==> src/rtl/apb_bus_arbiter.sv <==
// Round-robin arbiter that shares one APB3 master port among NREQ requesters.
// It sequences SETUP/ACCESS, absorbs wait states and ends hung transfers with a watchdog.
module apb_bus_arbiter #(
    parameter int NREQ    = 4,
    parameter int AW      = 32,
    parameter int DW      = 32,
    parameter int TIMEOUT = 16
) (
    input  logic                      PCLK,
    input  logic                      PRESET,
    input  logic [NREQ-1:0]           req_valid,
    input  logic [NREQ-1:0]           req_write,
    input  logic [NREQ*AW-1:0]        req_addr,
    input  logic [NREQ*DW-1:0]        req_wdata,
    output logic [NREQ-1:0]           req_ready,
    output logic                      rsp_valid,
    output logic [$clog2(NREQ)-1:0]   rsp_id,
    output logic [DW-1:0]             rsp_rdata,
    output logic                      rsp_err,
    output logic                      rsp_tmo,
    output logic                      PSEL,
    output logic                      PENABLE,
    output logic                      PWRITE,
    output logic [AW-1:0]             PADDR,
    output logic [DW-1:0]             PWDATA,
    input  logic [DW-1:0]             PRDATA,
    input  logic                      PREADY,
    input  logic                      PSLVERR
);
    localparam int IDW = $clog2(NREQ);
    localparam int WDW = $clog2(TIMEOUT);
    localparam logic [IDW-1:0] LAST_ID = IDW'(NREQ - 1);
    localparam logic [WDW-1:0] WD_LAST = WDW'(TIMEOUT - 1);

    typedef enum logic [1:0] {IDLE, SETUP, ACCESS} state_t;

    state_t         state, state_n;
    logic [IDW-1:0] rr_ptr;
    logic [IDW-1:0] cur_id;
    logic [WDW-1:0] wd;
    logic [IDW-1:0] win;
    logic           found;
    logic [IDW:0]   sum;
    logic           xfer_ok, xfer_tmo;
    logic [AW-1:0]  addr_arr  [NREQ];
    logic [DW-1:0]  wdata_arr [NREQ];

    always_comb begin
        for (int i = 0; i < NREQ; i++) begin
            addr_arr[i]  = req_addr[i*AW +: AW];
            wdata_arr[i] = req_wdata[i*DW +: DW];
        end
    end

    // Search starts at rr_ptr and wraps, so the last winner is checked last.
    always_comb begin
        found = 1'b0;
        win   = '0;
        sum   = '0;
        for (int i = 0; i < NREQ; i++) begin
            sum = {1'b0, rr_ptr} + (IDW+1)'(i);
            if (sum >= (IDW+1)'(NREQ))
                sum = sum - (IDW+1)'(NREQ);
            if (!found && req_valid[sum[IDW-1:0]]) begin
                found = 1'b1;
                win   = sum[IDW-1:0];
            end
        end
    end

    // PREADY is checked before the watchdog so a late ready still completes normally.
    always_comb begin
        state_n  = state;
        xfer_ok  = 1'b0;
        xfer_tmo = 1'b0;
        case (state)
            IDLE:   if (found) state_n = SETUP;
            SETUP:  state_n = ACCESS;
            ACCESS: begin
                if (PREADY) begin
                    xfer_ok = 1'b1;
                    state_n = IDLE;
                end else if (wd == WD_LAST) begin
                    xfer_tmo = 1'b1;
                    state_n  = IDLE;
                end
            end
            default: state_n = IDLE;
        endcase
    end

    always_ff @(posedge PCLK) begin
        if (PRESET) begin
            state     <= IDLE;
            rr_ptr    <= '0;
            cur_id    <= '0;
            wd        <= '0;
            req_ready <= '0;
            rsp_valid <= 1'b0;
            rsp_id    <= '0;
            rsp_rdata <= '0;
            rsp_err   <= 1'b0;
            rsp_tmo   <= 1'b0;
            PSEL      <= 1'b0;
            PENABLE   <= 1'b0;
            PWRITE    <= 1'b0;
            PADDR     <= '0;
            PWDATA    <= '0;
        end else begin
            state     <= state_n;
            req_ready <= '0;
            rsp_valid <= 1'b0;
            rsp_rdata <= '0;
            rsp_err   <= 1'b0;
            rsp_tmo   <= 1'b0;
            if (state == IDLE && found) begin
                req_ready <= NREQ'(1) << win;
                rr_ptr    <= (win == LAST_ID) ? '0 : win + 1'b1;
                cur_id    <= win;
                PSEL      <= 1'b1;
                PENABLE   <= 1'b0;
                PWRITE    <= req_write[win];
                PADDR     <= addr_arr[win];
                PWDATA    <= req_write[win] ? wdata_arr[win] : '0;
            end
            if (state == SETUP)
                PENABLE <= 1'b1;
            if (state == ACCESS)
                wd <= wd + 1'b1;
            if (xfer_ok || xfer_tmo) begin
                PSEL      <= 1'b0;
                PENABLE   <= 1'b0;
                wd        <= '0;
                rsp_valid <= 1'b1;
                rsp_id    <= cur_id;
                rsp_err   <= xfer_tmo | PSLVERR;
                rsp_tmo   <= xfer_tmo;
                rsp_rdata <= (xfer_ok && !PWRITE) ? PRDATA : '0;
            end
        end
    end
endmodule

==> config.mk <==
export PLATFORM = sky130hd
export DESIGN_NAME = apb_bus_arbiter
export DESIGN_NICKNAME = d
export VERILOG_FILES = /design/src/rtl/apb_bus_arbiter.sv
export SDC_FILE = /design/constraint.sdc
export NUM_CORES = 1
export LEC_CHECK = 0
export BUFFER_PORTS_ARGS = -buffer_cell sky130_fd_sc_hd__buf_2
export CORE_AREA = 5 5 154 156
export DETAILED_ROUTE_END_ITERATION = 7
export DIE_AREA = 0 0 159 161
export GPL_TIMING_DRIVEN = 0
export HOLD_SLACK_MARGIN = 0.02
export SYNTH_ARGS = -nofsm -noshare
export SYNTH_HDL_FRONTEND = slang
export SYNTH_SLANG_ARGS = --single-unit
==> constraint.sdc <==
create_clock -name PCLK -period 4.8 [get_ports PCLK]
set_clock_uncertainty 0.05 [all_clocks]
set_input_delay 0.24 -clock PCLK [delete_from_list [all_inputs] [get_ports PCLK]]
set_output_delay 0.24 -clock PCLK [all_outputs]
set_load 0.05 [all_outputs]
==> flow_summary_export.csv <==
group,metric,value,unit
run_status,status,"complete, no violations",
sta,tns,0,ns
logic_synthesis,synthesis.nets,1042,
global_routing,antenna_found_initial,0,
logic_synthesis,synth_top_area_share,0.422,
cts,cts_max_level,4,
worst_setup_path,worstPathArrival,2.93,ns
sta,max_freq,0.374,GHz
cts,cts.reportedPaths.clkPinSlew,0.07,ns
die,initial_core_util,0.252,
place,gp_congestion,0.889,
global_routing,grt_max_degree,17,
worst_setup_path,end_kind,"flop",
cts,holdBufCountCts,32,
drt,vias,7107,
worst_hold_path,holdCritPathClass,"input pin to flop",
worst_setup_path,required,5.05,ns
logic_synthesis,netlist_area,5590,um2
sta,rsz0062_at_grt,"false",
cts,cts_buffer_depth,2,
finish,drive_gt1_frac,0.387,
worst_setup_path,start_kind,"flop",
finish,area_delta_synth_final,58.9,%
logic_synthesis,ys_types,40,
logic_synthesis,ys_ff_latch,118,
finish,final_core_util,0.400,
die,rows,55,
sta,slew_headroom,0.451,
logic_synthesis,yosysSeqAreaShare,0.422,
place,portBuffers,407,
die,design.core.area,22200,um2
global_routing,grt_pass1_vias,7215,
worst_setup_path,max_stage_delay,0.56,ns
finish,fin_nets,1500,
pwr,power_density,421,nW/um2
cts,insertion_delay,0.41,ns
logic_synthesis,avgSynthCellArea,7.55,um2
drt,wl,27100,um
die,dieArea,25600,um2
global_routing,overflow,0,
worst_setup_path,worst-path-buf-inv,2,
drt,antenna_left,0,
cts,cts.sinks,118,
sta,maxSlewViolCount,0,
logic_synthesis,yosys_warnings,0,
global_routing,grt_pass1_wl,40600,um
die,ios,408,
logic_synthesis,synthTopCellsByArea,"dfxtp_1 42%, nand2_1 18%, nand3_1 12%, a32o_1 11%, and2_1 3.6%",
global_routing,grtUsageTotal,0.200,
sta,fin_crit_sh,0.557,
die,die_w,159,um
logic_synthesis,synthCells,741,
finish,antennaDiodeCount,0,
sta,setup_viol,0,
cts,cts_buffers,17,
pwr,ir_drop,182,uV
pwr,p_leak,4.50,nW
worst_setup_path,cp_max_fo,10,
cts,cts_tree,"built",
drt,wire_per_inst,18.1,um
cts,cts_resized,0,
worst_setup_path,worstSetupPathType,"flop to flop",
worst_setup_path,slowest_stage,"clkbuf_1",
cts,cts-root-buf,"clkbuf_16",
flow_run,max-cap-violations,0,
drt,avgViaCountPerCell,4.75,
drt,detail_route.iter0.violations,440,
logic_synthesis,yosys.area.top_type,"dfxtp_1",
worst_setup_path,crit_family,"buffers and inverters",
sta,worst_slew_pin_slew,0.823,ns
sta,period_minus_slack,2.67,ns
die,die_y,161,um
sta,hold_viol,0,
worst_setup_path,path_cells,"nand2b_1 -> a21oi_1 -> a211o_1 -> buf_2 -> clkbuf_1 -> nand3_1 -> a32o_1",
place,hpwl,21200,um
drt,remaining_drc_errors,0,
drt,drt_first_pass_iters,5,
cts,cts_setup_buffers,0,
-- area by class of cell --
cell class,count,area [um2]
clock buffer,17,425
sequential,118,2360
multi-input combinational,557,2940
inverter,3,11.3
fill,2359,13300
buffer,63,280
tap,285,357
clock inverter,15,154
timing repair buffer,439,2360
-- report_power, final --
part / internal (mW) / total [mW] / leakage (nW) / switching (mW)
registers: 1.09 / 1.15 / 0.964 / 0.0611
clock network: 0.692 / 1.24 / 0.279 / 0.551
logic: 0.416 / 1.35 / 3.26 / 0.935
total: 2.20 / 3.74 / 4.50 / 1.55
-- metal layers --
metal  wire, um  vias up  share of wire  global-route usage
met5          0        -              0                   0
met4        777        0          0.029              0.0682
met3       1890       46          0.070              0.0510
met2      13100      353           0.48               0.340
met1      11300     3232           0.42               0.248
li1           -     3476              -                   -
-- synthesized netlist by cell type, drive strengths merged --
| cell | count |
|---|---|
| nand4 | 1 |
| mux2i | 2 |
| nor2 | 19 |
| o32ai | 1 |
| nor4 | 1 |
| xor2 | 2 |
| a21o | 1 |
| a311oi | 1 |
| o32a | 1 |
| a211o | 1 |
| dfxtp | 118 |
| and2b | 1 |
| a32o | 64 |
| buf | 31 |
| o22ai | 3 |
| o21ai | 3 |
| nand2b | 3 |
| and3 | 1 |
| xnor2 | 1 |
| a32oi | 1 |
| nor3 | 4 |
| nand2 | 266 |
| ha | 1 |
| nor2b | 2 |
| a311o | 1 |
| nand3 | 129 |
| nor4b | 1 |
| inv | 3 |
| a31oi | 1 |
| clkbuf | 32 |
| a211oi | 1 |
| or2 | 1 |
| a21oi | 11 |
| and2 | 32 |
-- placed cells by master, fill, tap and decap left out, types with 2 or more instances in the layout --
master,count
inv_6,5
a21oi_1,11
a32o_1,64
clkinv_8,2
buf_2,424
dfxtp_1,118
nand2b_1,3
mux2i_2,2
nand2_1,265
nor2b_1,2
dlygate4sd3_1,32
buf_1,11
clkinv_4,2
inv_1,3
o21ai_0,3
inv_8,4
clkinvlp_4,2
clkbuf_1,32
clkbuf_16,17
nand3_1,129
nor3_1,4
xor2_1,2
and2_1,32
nor2_1,17
o22ai_1,2
buf_6,3
-- cells by family after synthesis --
| logic type | after synthesis | synth area share |
|---|---|---|
| compound gates | 90 | 0.151 |
| xor+xnor | 3 | 0.00470 |
| fa+ha+maj | 1 | 0.00224 |
| buf+inv | 66 | 0.0521 |
| flops | 118 | 0.422 |
| mux | 2 | 0.00492 |
| simple gates | 461 | 0.363 |
-- path summary, 6_finish.rpt --
| check | slack (ns) | startpoint | depth (start not counted) | end |
|---|---|---|---|---|
| worst max-delay path | 2.13 | rr_ptr[0] | 7 | PWDATA[3] |
| worst min-delay path | 0.05 | PRDATA[23] | 2 | rsp_rdata[23] |
| worst min register to register | 0.40 | cur_id[1] | 2 | rsp_id[1] |
| worst max register to register | 2.13 | rr_ptr[0] | 7 | PWDATA[3] |
-- sequential cells by signal, indices dropped and copies added (netlist names) --
name / count
PADDR: 32
rsp_tmo: 1
rsp_err: 1
rsp_id: 2
req_ready: 4
PWRITE: 1
rsp_valid: 1
state: 2
PWDATA: 32
wd: 4
rsp_rdata: 32
rr_ptr: 2
PSEL: 1
cur_id: 2
PENABLE: 1
-- worst register-to-register path, delay by kind of cell, from the launching register on --
family,cells,cell delay [ns]
buf+inv,2,0.91
compound gates,3,0.74
simple gates,2,0.53
flops,1,0.34
-- stage by stage --
stage | power [mW] | instance area, um2 | std cells | worst slack (ns) | hold slack (ns)
6_report | 3.74 | 8880 | 1497 | 2.13 | 0.0514
5_1_grt | 3.95 | 8880 | 1497 | 1.94 | 0.0472
4_1_cts | 3.79 | 8880 | 1497 | 2.06 | 0.0351
3_5_place_dp | 2.51 | 7990 | 1433 | 2.06 | 0.394
3_3_place_gp | 2.50 | 7990 | 1433 | 2.03 | 0.389
2_1_floorplan | 2.03 | 5590 | 741 | 2.96 | 0.268
(Power assumes the default switching activity.)
